`config.mk`:
```
export PLATFORM = sky130hd
export DESIGN_NAME = ahb_mem_bridge
export DESIGN_NICKNAME = d
export VERILOG_FILES = /design/src/rtl/ahb_mem_bridge.sv
export SDC_FILE = /design/constraint.sdc
export NUM_CORES = 1
export LEC_CHECK = 0
export ABC_AREA = 1
export ABC_CLOCK_PERIOD_IN_PS = 10500
export BUFFER_PORTS_ARGS = -buffer_cell sky130_fd_sc_hd__clkbuf_2
export CAP_MARGIN = 15
export CELL_PAD_IN_SITES_DETAIL_PLACEMENT = 0
export CELL_PAD_IN_SITES_GLOBAL_PLACEMENT = 1
export CORE_MARGIN = 1.5
export CORE_UTILIZATION = 44
export CTS_CLUSTER_SIZE = 25
export DETAILED_ROUTE_END_ITERATION = 8
export HOLD_SLACK_MARGIN = 0.05
export PLACE_DENSITY_LB_ADDON = 0.25
export SYNTH_ARGS = -nofsm -noshare
export SYNTH_HDL_FRONTEND = slang
export SYNTH_SLANG_ARGS = --single-unit
```
`constraint.sdc`:
```
create_clock -name i_clk_ahb -period 10.5 [get_ports i_clk_ahb]
set_input_delay 0 -clock i_clk_ahb [delete_from_list [all_inputs] [get_ports i_clk_ahb]]
set_output_delay 0 -clock i_clk_ahb [all_outputs]
set_load 0.05 [all_outputs]
```
`src/rtl/ahb_mem_bridge.sv`:
```
// AHB-Lite slave bridging one AHB port onto a memory request/response port.
// Writes are posted through a small FIFO; reads wait for the FIFO to drain
// so that memory always observes writes before a later read.
module ahb_mem_bridge #(
  parameter int DATA_WIDTH = 32,
  parameter int ADDR_WIDTH = 32,
  parameter int MEM_BYTES  = 4096,
  parameter int WBUF_DEPTH = 2
) (
  input  logic                    i_clk_ahb,
  input  logic                    i_rstn_ahb,
  input  logic                    i_hselx,
  input  logic                    i_hready,
  input  logic [1:0]              i_htrans,
  input  logic [2:0]              i_hsize,
  input  logic                    i_hwrite,
  input  logic [ADDR_WIDTH-1:0]   i_haddr,
  input  logic [DATA_WIDTH-1:0]   i_hwdata,
  output logic                    o_hreadyout,
  output logic                    o_hresp,
  output logic [DATA_WIDTH-1:0]   o_hrdata,
  output logic                    o_valid,
  output logic                    o_rd0_wr1,
  output logic [ADDR_WIDTH-1:0]   o_addr,
  output logic [DATA_WIDTH-1:0]   o_wr_data,
  output logic [DATA_WIDTH/8-1:0] o_wstrb,
  input  logic                    i_ready,
  input  logic                    i_rd_valid,
  input  logic [DATA_WIDTH-1:0]   i_rd_data
);
  localparam int B  = DATA_WIDTH / 8;
  localparam int LB = $clog2(B);
  localparam int PW = (WBUF_DEPTH > 1) ? $clog2(WBUF_DEPTH) : 1;
  localparam int CW = $clog2(WBUF_DEPTH + 1);

  typedef enum logic [2:0] {
    S_IDLE, S_WDATA, S_RREQ, S_RWAIT, S_RDONE, S_ERR1, S_ERR2
  } state_t;

  state_t                r_state, w_next;
  logic [ADDR_WIDTH-1:0] r_addr;
  logic [2:0]            r_size;
  logic [DATA_WIDTH-1:0] r_hrdata;
  logic [ADDR_WIDTH-1:0] r_fa [WBUF_DEPTH];
  logic [DATA_WIDTH-1:0] r_fd [WBUF_DEPTH];
  logic [B-1:0]          r_fs [WBUF_DEPTH];
  logic [PW-1:0]         r_wptr, r_rptr;
  logic [CW-1:0]         r_count;

  logic w_sel_xfer, w_accept, w_hreadyout, w_bad;
  logic w_full, w_fifo_ne, w_push, w_pop, w_rd_req;

  // Out of range, misaligned for its size, or wider than the bus.
  function automatic logic f_bad(input logic [ADDR_WIDTH-1:0] a, input logic [2:0] sz);
    logic [ADDR_WIDTH-1:0] mask;
    mask = (ADDR_WIDTH'(1) << sz) - ADDR_WIDTH'(1);
    return (a >= ADDR_WIDTH'(MEM_BYTES)) || ((a & mask) != '0) || (sz > 3'(LB));
  endfunction

  // 2^sz consecutive lanes starting at the lane selected by the low address bits.
  function automatic logic [B-1:0] f_strb(input logic [LB-1:0] lane, input logic [2:0] sz);
    logic [B-1:0] s;
    int           n;
    n = 1 << sz;
    for (int i = 0; i < B; i++) s[i] = (i >= int'(lane)) && (i < int'(lane) + n);
    return s;
  endfunction

  function automatic logic [PW-1:0] f_inc(input logic [PW-1:0] p);
    return (p == PW'(WBUF_DEPTH - 1)) ? '0 : p + PW'(1);
  endfunction

  assign w_sel_xfer = i_hselx && i_hready && ((i_htrans == 2'b10) || (i_htrans == 2'b11));
  assign w_bad      = f_bad(i_haddr, i_hsize);
  assign w_fifo_ne  = (r_count != '0);
  assign w_full     = (r_count == CW'(WBUF_DEPTH));
  assign w_push     = (r_state == S_WDATA) && !w_full;
  assign w_pop      = w_fifo_ne && i_ready;
  assign w_rd_req   = (r_state == S_RREQ) && !w_fifo_ne;

  // Next state and handshake outputs; hreadyout is a function of registered state only.
  always_comb begin
    w_next      = r_state;
    w_hreadyout = 1'b1;
    w_accept    = 1'b0;
    case (r_state)
      S_WDATA: w_hreadyout = !w_full;
      S_RREQ: begin
        w_hreadyout = 1'b0;
        if (w_rd_req && i_ready) w_next = S_RWAIT;
      end
      S_RWAIT: begin
        w_hreadyout = 1'b0;
        if (i_rd_valid) w_next = S_RDONE;
      end
      S_ERR1: begin
        w_hreadyout = 1'b0;
        w_next      = S_ERR2;
      end
      default: w_hreadyout = 1'b1;
    endcase
    if (w_hreadyout) begin
      w_accept = w_sel_xfer;
      if (w_sel_xfer) w_next = w_bad ? S_ERR1 : (i_hwrite ? S_WDATA : S_RREQ);
      else            w_next = S_IDLE;
    end
  end

  // Control state: FSM, FIFO pointers/count and captured read data.
  always_ff @(posedge i_clk_ahb) begin
    if (!i_rstn_ahb) begin
      r_state  <= S_IDLE;
      r_wptr   <= '0;
      r_rptr   <= '0;
      r_count  <= '0;
      r_hrdata <= '0;
    end else begin
      r_state <= w_next;
      if (w_push) r_wptr <= f_inc(r_wptr);
      if (w_pop)  r_rptr <= f_inc(r_rptr);
      if (w_push && !w_pop)      r_count <= r_count + CW'(1);
      else if (!w_push && w_pop) r_count <= r_count - CW'(1);
      if ((r_state == S_RWAIT) && i_rd_valid) r_hrdata <= i_rd_data;
    end
  end

  // Address-phase capture and FIFO storage; contents are qualified by state/count.
  always_ff @(posedge i_clk_ahb) begin
    if (w_accept) begin
      r_addr <= i_haddr;
      r_size <= i_hsize;
    end
    if (w_push) begin
      r_fa[r_wptr] <= r_addr;
      r_fd[r_wptr] <= i_hwdata;
      r_fs[r_wptr] <= f_strb(r_addr[LB-1:0], r_size);
    end
  end

  assign o_hreadyout = w_hreadyout;
  assign o_hresp     = (r_state == S_ERR1) || (r_state == S_ERR2);
  assign o_hrdata    = r_hrdata;
  assign o_valid     = w_fifo_ne || w_rd_req;
  assign o_rd0_wr1   = w_fifo_ne;
  assign o_addr      = w_fifo_ne ? r_fa[r_rptr] : (w_rd_req ? r_addr : '0);
  assign o_wr_data   = w_fifo_ne ? r_fd[r_rptr] : '0;
  assign o_wstrb     = w_fifo_ne ? r_fs[r_rptr] : (w_rd_req ? '1 : '0);
endmodule
```
* Word level (Yosys, flattened, before mapping) *
Memory sizes are Yosys's and may differ from the RTL's. A register that Yosys moved wholly into a read port is not among the register bits.
Cells that the tools add are included.

storage, ports and cells
  register bits = 74
  bits in writable memories = 136
  input bits = 108
  output and inout port bits = 104
  word-level logic and storage cells = 91
  memories kept = 3

cells by class
  add/subtract/negate cells = 6
  order comparisons = 9
  eq/ne operators = 10
  shifts and indexed selects = 2
  mux-type cells = 26
  bitwise gates (word level) = 1
  reduce and logical (&&, ||, !) cells = 27

memory list
  memory  words  bits a word  rd ports  clocked after memory_dff  wr ports  RTL line  text
  r_fa    2      32           1         1                         1         44        logic [ADDR_WIDTH-1:0] r_fa [WBUF_DEPTH];
  r_fd    2      32           1         1                         1         45        logic [DATA_WIDTH-1:0] r_fd [WBUF_DEPTH];
  r_fs    2      4            1         1                         1         46        logic [B-1:0] r_fs [WBUF_DEPTH];

operator list
  kind                                                        number
  2-to-1 mux 32 bit                                           3
  less-than comparator 3 x 32 -> 1 bit, first input constant  2
  left shift 1 x 3 -> 32 bit, first input constant            2
  adder 3 x 32 -> 32 bit                                      1
  AND 32 bit                                                  1
  >= comparator 32 x 13 -> 1 bit, second input constant       1
  less-than comparator 1 x 32 -> 1 bit, first input constant  1
  less-than comparator 2 x 32 -> 1 bit, first input constant  1
  nonzero test 32 bit                                         1
  subtractor 32 x 2 -> 32 bit, second input constant          1
  2-to-1 mux 3 bit                                            5
  logical AND 1 bit                                           12
  2-to-1 mux 1 bit                                            11
  one-hot mux 3 bit (3 select lines)                          1
  2-to-1 mux 4 bit                                            2
  equality test 2 bit, second input constant                  3
  equality test 3 x 2 -> 1 bit, second input constant         2
  equality test 3 bit, second input constant                  2
  2-to-1 mux 2 bit                                            3
  logical OR 1 bit                                            5
  >= comparator 1 x 2 -> 1 bit, first input constant          2
  logical NOT 1 bit                                           4
  nonzero test 2 bit                                          2
  nonzero test 4 bit                                          1
  11 further kinds                                            12

* Longest topological paths before layout *
  word-level depth = 9
  depth in mapped cells = 13
  gate-level depth less buffers = 13

* Worst setup path before layout *
Ideal clock, no wire load.

  path kind = reg2reg
  from = reg r_state[0]
  to = mem r_fa[1][0] (enable)
  library setup time = 0.496 ns
  arrival time = 3.530 ns
  data required time = 10.004 ns
  setup slack = 6.474 ns
  stages on the path, launching flop included = 5
  buffers on the path = 0
  period minus slack after synthesis = 4.026 ns
  cell sequence = dfxtp_1 > inv_2 > nor2_4 > nand3_2 > nor2_1

on the way
  word-level cells in the longest chain between the ends = 4

ends and longest elaborated chain
  element                                 RTL line  text
  from (decl)                             40        state_t r_state, w_next;
  from (signal assigned)                  118       r_state <= w_next;
  equality test 3 x 1 -> 1 bit            77        assign w_push = (r_state == S_WDATA) && !w_full;
  logical AND 1 bit                       77
  2-to-1 mux 1 bit                        133       if (w_push) begin
  2-to-1 mux 1 bit (implied by the code)  134       r_fa[r_wptr] <= r_addr;
  to (decl)                               44

No other way between the ends.

* Worst setup path after layout *
  from = reg r_state[1]
  to = reg r_state[1]

on the way
  word-level cells in the longest chain between the ends = 5
  elaborated cells between the ends (all ways) = 14
  classes of those cells = eq/ne: 6; mux: 3; reduce/logical: 5

ends and longest elaborated chain
  element                                                                  RTL line
  equality test 3 x 2 -> 1 bit (tied with other cells)                     79, 86
  OR reduction 3 bit (no line) or logical AND 1 bit (tied branches)        -
  one-hot mux 1 bit (2 select lines) or logical AND 1 bit (tied branches)  86, 90
  inequality test 3 x 2 -> 1 bit (no line) (tied with other cells)         -
  AND reduction 3 bit (no line)                                            -

Several ways; a longest one is shown, not always the timed one.
A chain may end at the register's enable or synchronous reset.

==> results_dict.tcl <==
set metrics [dict create \
    p_leak_nw 4.367 \
    crit_path_cell_trace "nand2_2 -> nor2_4 -> nand2_1 -> nand2_1 -> a21oi_1 -> dlygate4sd3_1" \
    ys_warn_count 0 \
    clockBufferDepth 3 \
    cts_tree "built" \
    grt_pass1_vias 6814 \
    cp_top_family "simple AND/OR/NAND/NOR gates" \
    place.gp.congestion 0.7213 \
    crit_type "flop to flop" \
    layout_commonest_cell "clkbuf_2" \
    clk_latency_ns 0.49 \
    wire_per_inst_um 16.49 \
    wl_met3_mm 1.297 \
    layout-drive-gt1-share_pct 25.90 \
    cts_resized 0 \
    io_buffers 210 \
    grt_pass1_wl_mm 33.94 \
    finalClockSkew_ns 0.005701 \
    grt_max_degree 69 \
    cp-end-kind "flop" \
    syn_inst 710 \
    cts-root-buf "clkbuf_16" \
    via_per_inst 5.147 \
    hold_path_class "input pin to flop" \
    synth_nets 823 \
    ys_seq_area_share_pct 72.08 \
    cts_hold_buf 104 \
    cp-start-kind "flop" \
    nets 1128 \
    num_antenna_cells 0 \
    finalCritPeriodShare_pct 29.01 \
    final-setup-viol-count 0 \
    start_util_pct 45.38 \
    hold_depth 3 \
    die_h_um 139.8 \
    std_cell_rows 49 \
    drt_iter0_drc 322 \
    final_hold_viol_count 0 \
    synth.top_cell.area_share_pct 62.35 \
    failed_checks "design-rule violations" \
    track_usage_pct 21.49 \
    ant_nets 0 \
    power_density_nw_per_um2 253.9 \
    drtPass1Iterations 7 \
    dr_wl_met2_mm 10.44 \
    tightestPinTransition_ns 1.066 \
    cp_slowest_cell "nand2_1" \
    htreeDepth 1 \
    syn_to_final_growth_pct 36.01 \
    route.top_layer_used "met4" \
    cts_sinks 211 \
    fillCellCount 1458 \
    drt-total-wl_mm 20.78 \
    core_area_sq_um 18150 \
    max-cap-violations 0 \
    synth_largest_area_cell "edfxtp_1" \
    drcViolationCount 10 \
    cts_buffers 23 \
    met1Wirelength_mm 8.612 \
    stdcell_area_sq_um 11200 \
    vias 6485 \
    antenna_found_initial 0 \
    slew_headroom_pct 28.74 \
    rsz0062_at_grt "no" \
    cp_data_required_time_ns 10.88 \
    grt-ovfl-total 0 \
    io_pins 212 \
    finalCriticalPeriod_ns 3.046 \
    worst-path-max-fanout 34 \
    final_cell_mix "clkbuf_2, edfxtp_1, nand2_1, dlygate4sd3_1, o21ai_0" \
    synth_area_leaders "edfxtp_1, dfxtp_1, nand2_1, o21ai_0, a21oi_1" \
    die_w_um 139.8 \
    postCtsSetupRepairBufs 0 \
    crit_top_cell "nand2_1" \
    fmax_mhz 328.3 \
    dp_hpwl_mm 12.24 \
    die_area_sq_um 19550 \
    drv_slew 0 \
    synth_area_sq_um 8235 \
    ir_drop_mv 0.1203 \
    crit_buf_inv 1 \
    outcome "complete, but fails checks" \
    ff2ff_path_depth 6 \
    syn_avg_cell_area_sq_um 11.60 \
    cpPeakStageDelay_ns 0.85 \
    post_dp_cell_area_sq_um 9460 \
    synth-seq-cells 211 \
    crit_cells 6 \
    clk_pin_slew_ns 0.06 \
    fin_tns_setup_ns 0 \
    yosys.cell_types.count 26 \
    critical_path_arrival_ns 3.43 \
]
[power breakdown]
group / switching [mW] / internal (mW)
Combinational: 0.815 / 0.211
Sequential: 0.0389 / 1.04
Clock: 0.311 / 0.430
Total: 1.16 / 1.68
[sequential cells by signal, summed over array words and instances, names as in the netlist, named ones only]
signal and count:
r_fs 8, r_fa 64, r_count 2, o_hrdata 32
r_rptr 1, r_state 3, r_fd 64, r_size 3
r_addr 32, r_wptr 1
[cells in the mapped netlist]
cell type  count
a21oi_1       76
a21oi_2        1
and2_0         1
buf_2         20
buf_4          4
clkbuf_1      17
dfxtp_1       40
edfxtp_1     171
fa_1           1
ha_1           4
inv_1         25
inv_2          3
nand2_1      126
nand2_2        1
nand3_1       65
nand3_2        1
nand4_1        4
nor2_1        60
nor2_2         1
nor2_4         2
nor3_1         2
o21ai_0       78
o21ai_1        3
o21bai_1       1
o22ai_1        2
or2_2          1
[worst min-delay path, delay by kind of cell]
kind | cells | cell delay [ns]
AO/OA/AOI/OAI | 1 | 0.06
AND/OR/NAND/NOR | 1 | 0.22
buffers and inverters | 1 | 0.39
[metrics by stage]
| stage | std cells | setup slack (ns) | power, mW | hold WS [ns] | util (%) |
|---|---|---|---|---|---|
| after global routing | 1260 | 7.178 | 2.974 | 0.2300 | 61.72 |
| after floorplan | 710 | 6.474 | 1.830 | 0.09887 | - |
| after CTS | 1260 | 7.469 | 2.874 | 0.1914 | 61.72 |
| after global placement | 1115 | 8.090 | 2.076 | 0.1803 | 52.13 |
| after detailed placement | 1115 | 7.973 | 2.096 | 0.1788 | 52.13 |
| final | 1260 | 7.454 | 2.844 | 0.2277 | 61.72 |
[logic make-up (layout without fill, tap and decap cells)]
logic type,count (synthesis),after routing,share of synthesized area (%)
AOI/OAI and AO/OA,161,161,9.890
adders and majority gates,5,5,0.8508
buffers and inverters,69,390,3.631
DFF,211,211,72.08
and+or+nand+nor,264,264,13.55
[final timing paths]
kind | from | to | slack, ns
min | i_rd_valid | o_hrdata[31] | 0.23
max reg2reg | r_state[1] | r_state[1] | 7.45
min reg2reg | r_rptr | flop | 0.45
max | r_state[1] | r_state[1] | 7.45
[cell type report]
class / instances / area, sq um / share of cell area, %
Tap cell: 229 / 286.5 / 2.558
Clock inverter: 13 / 62.56 / 0.5585
Clock buffer: 28 / 636.9 / 5.686
Timing Repair Buffer: 321 / 2145 / 19.15
Inverter: 28 / 105.1 / 0.9383
Multi-Input combinational cell: 430 / 2028 / 18.11
Sequential cell: 211 / 5937 / 53.01
[metal layers]
metal  vias to the layer above  global-route usage, %
met3                        37                  4.026
met2                       217                  38.52
met5                         -                      0
li1                       3118                      -
met1                      3113                  26.70
met4                         0                  5.817
Note: power is estimated with default switching activity, not from simulation.
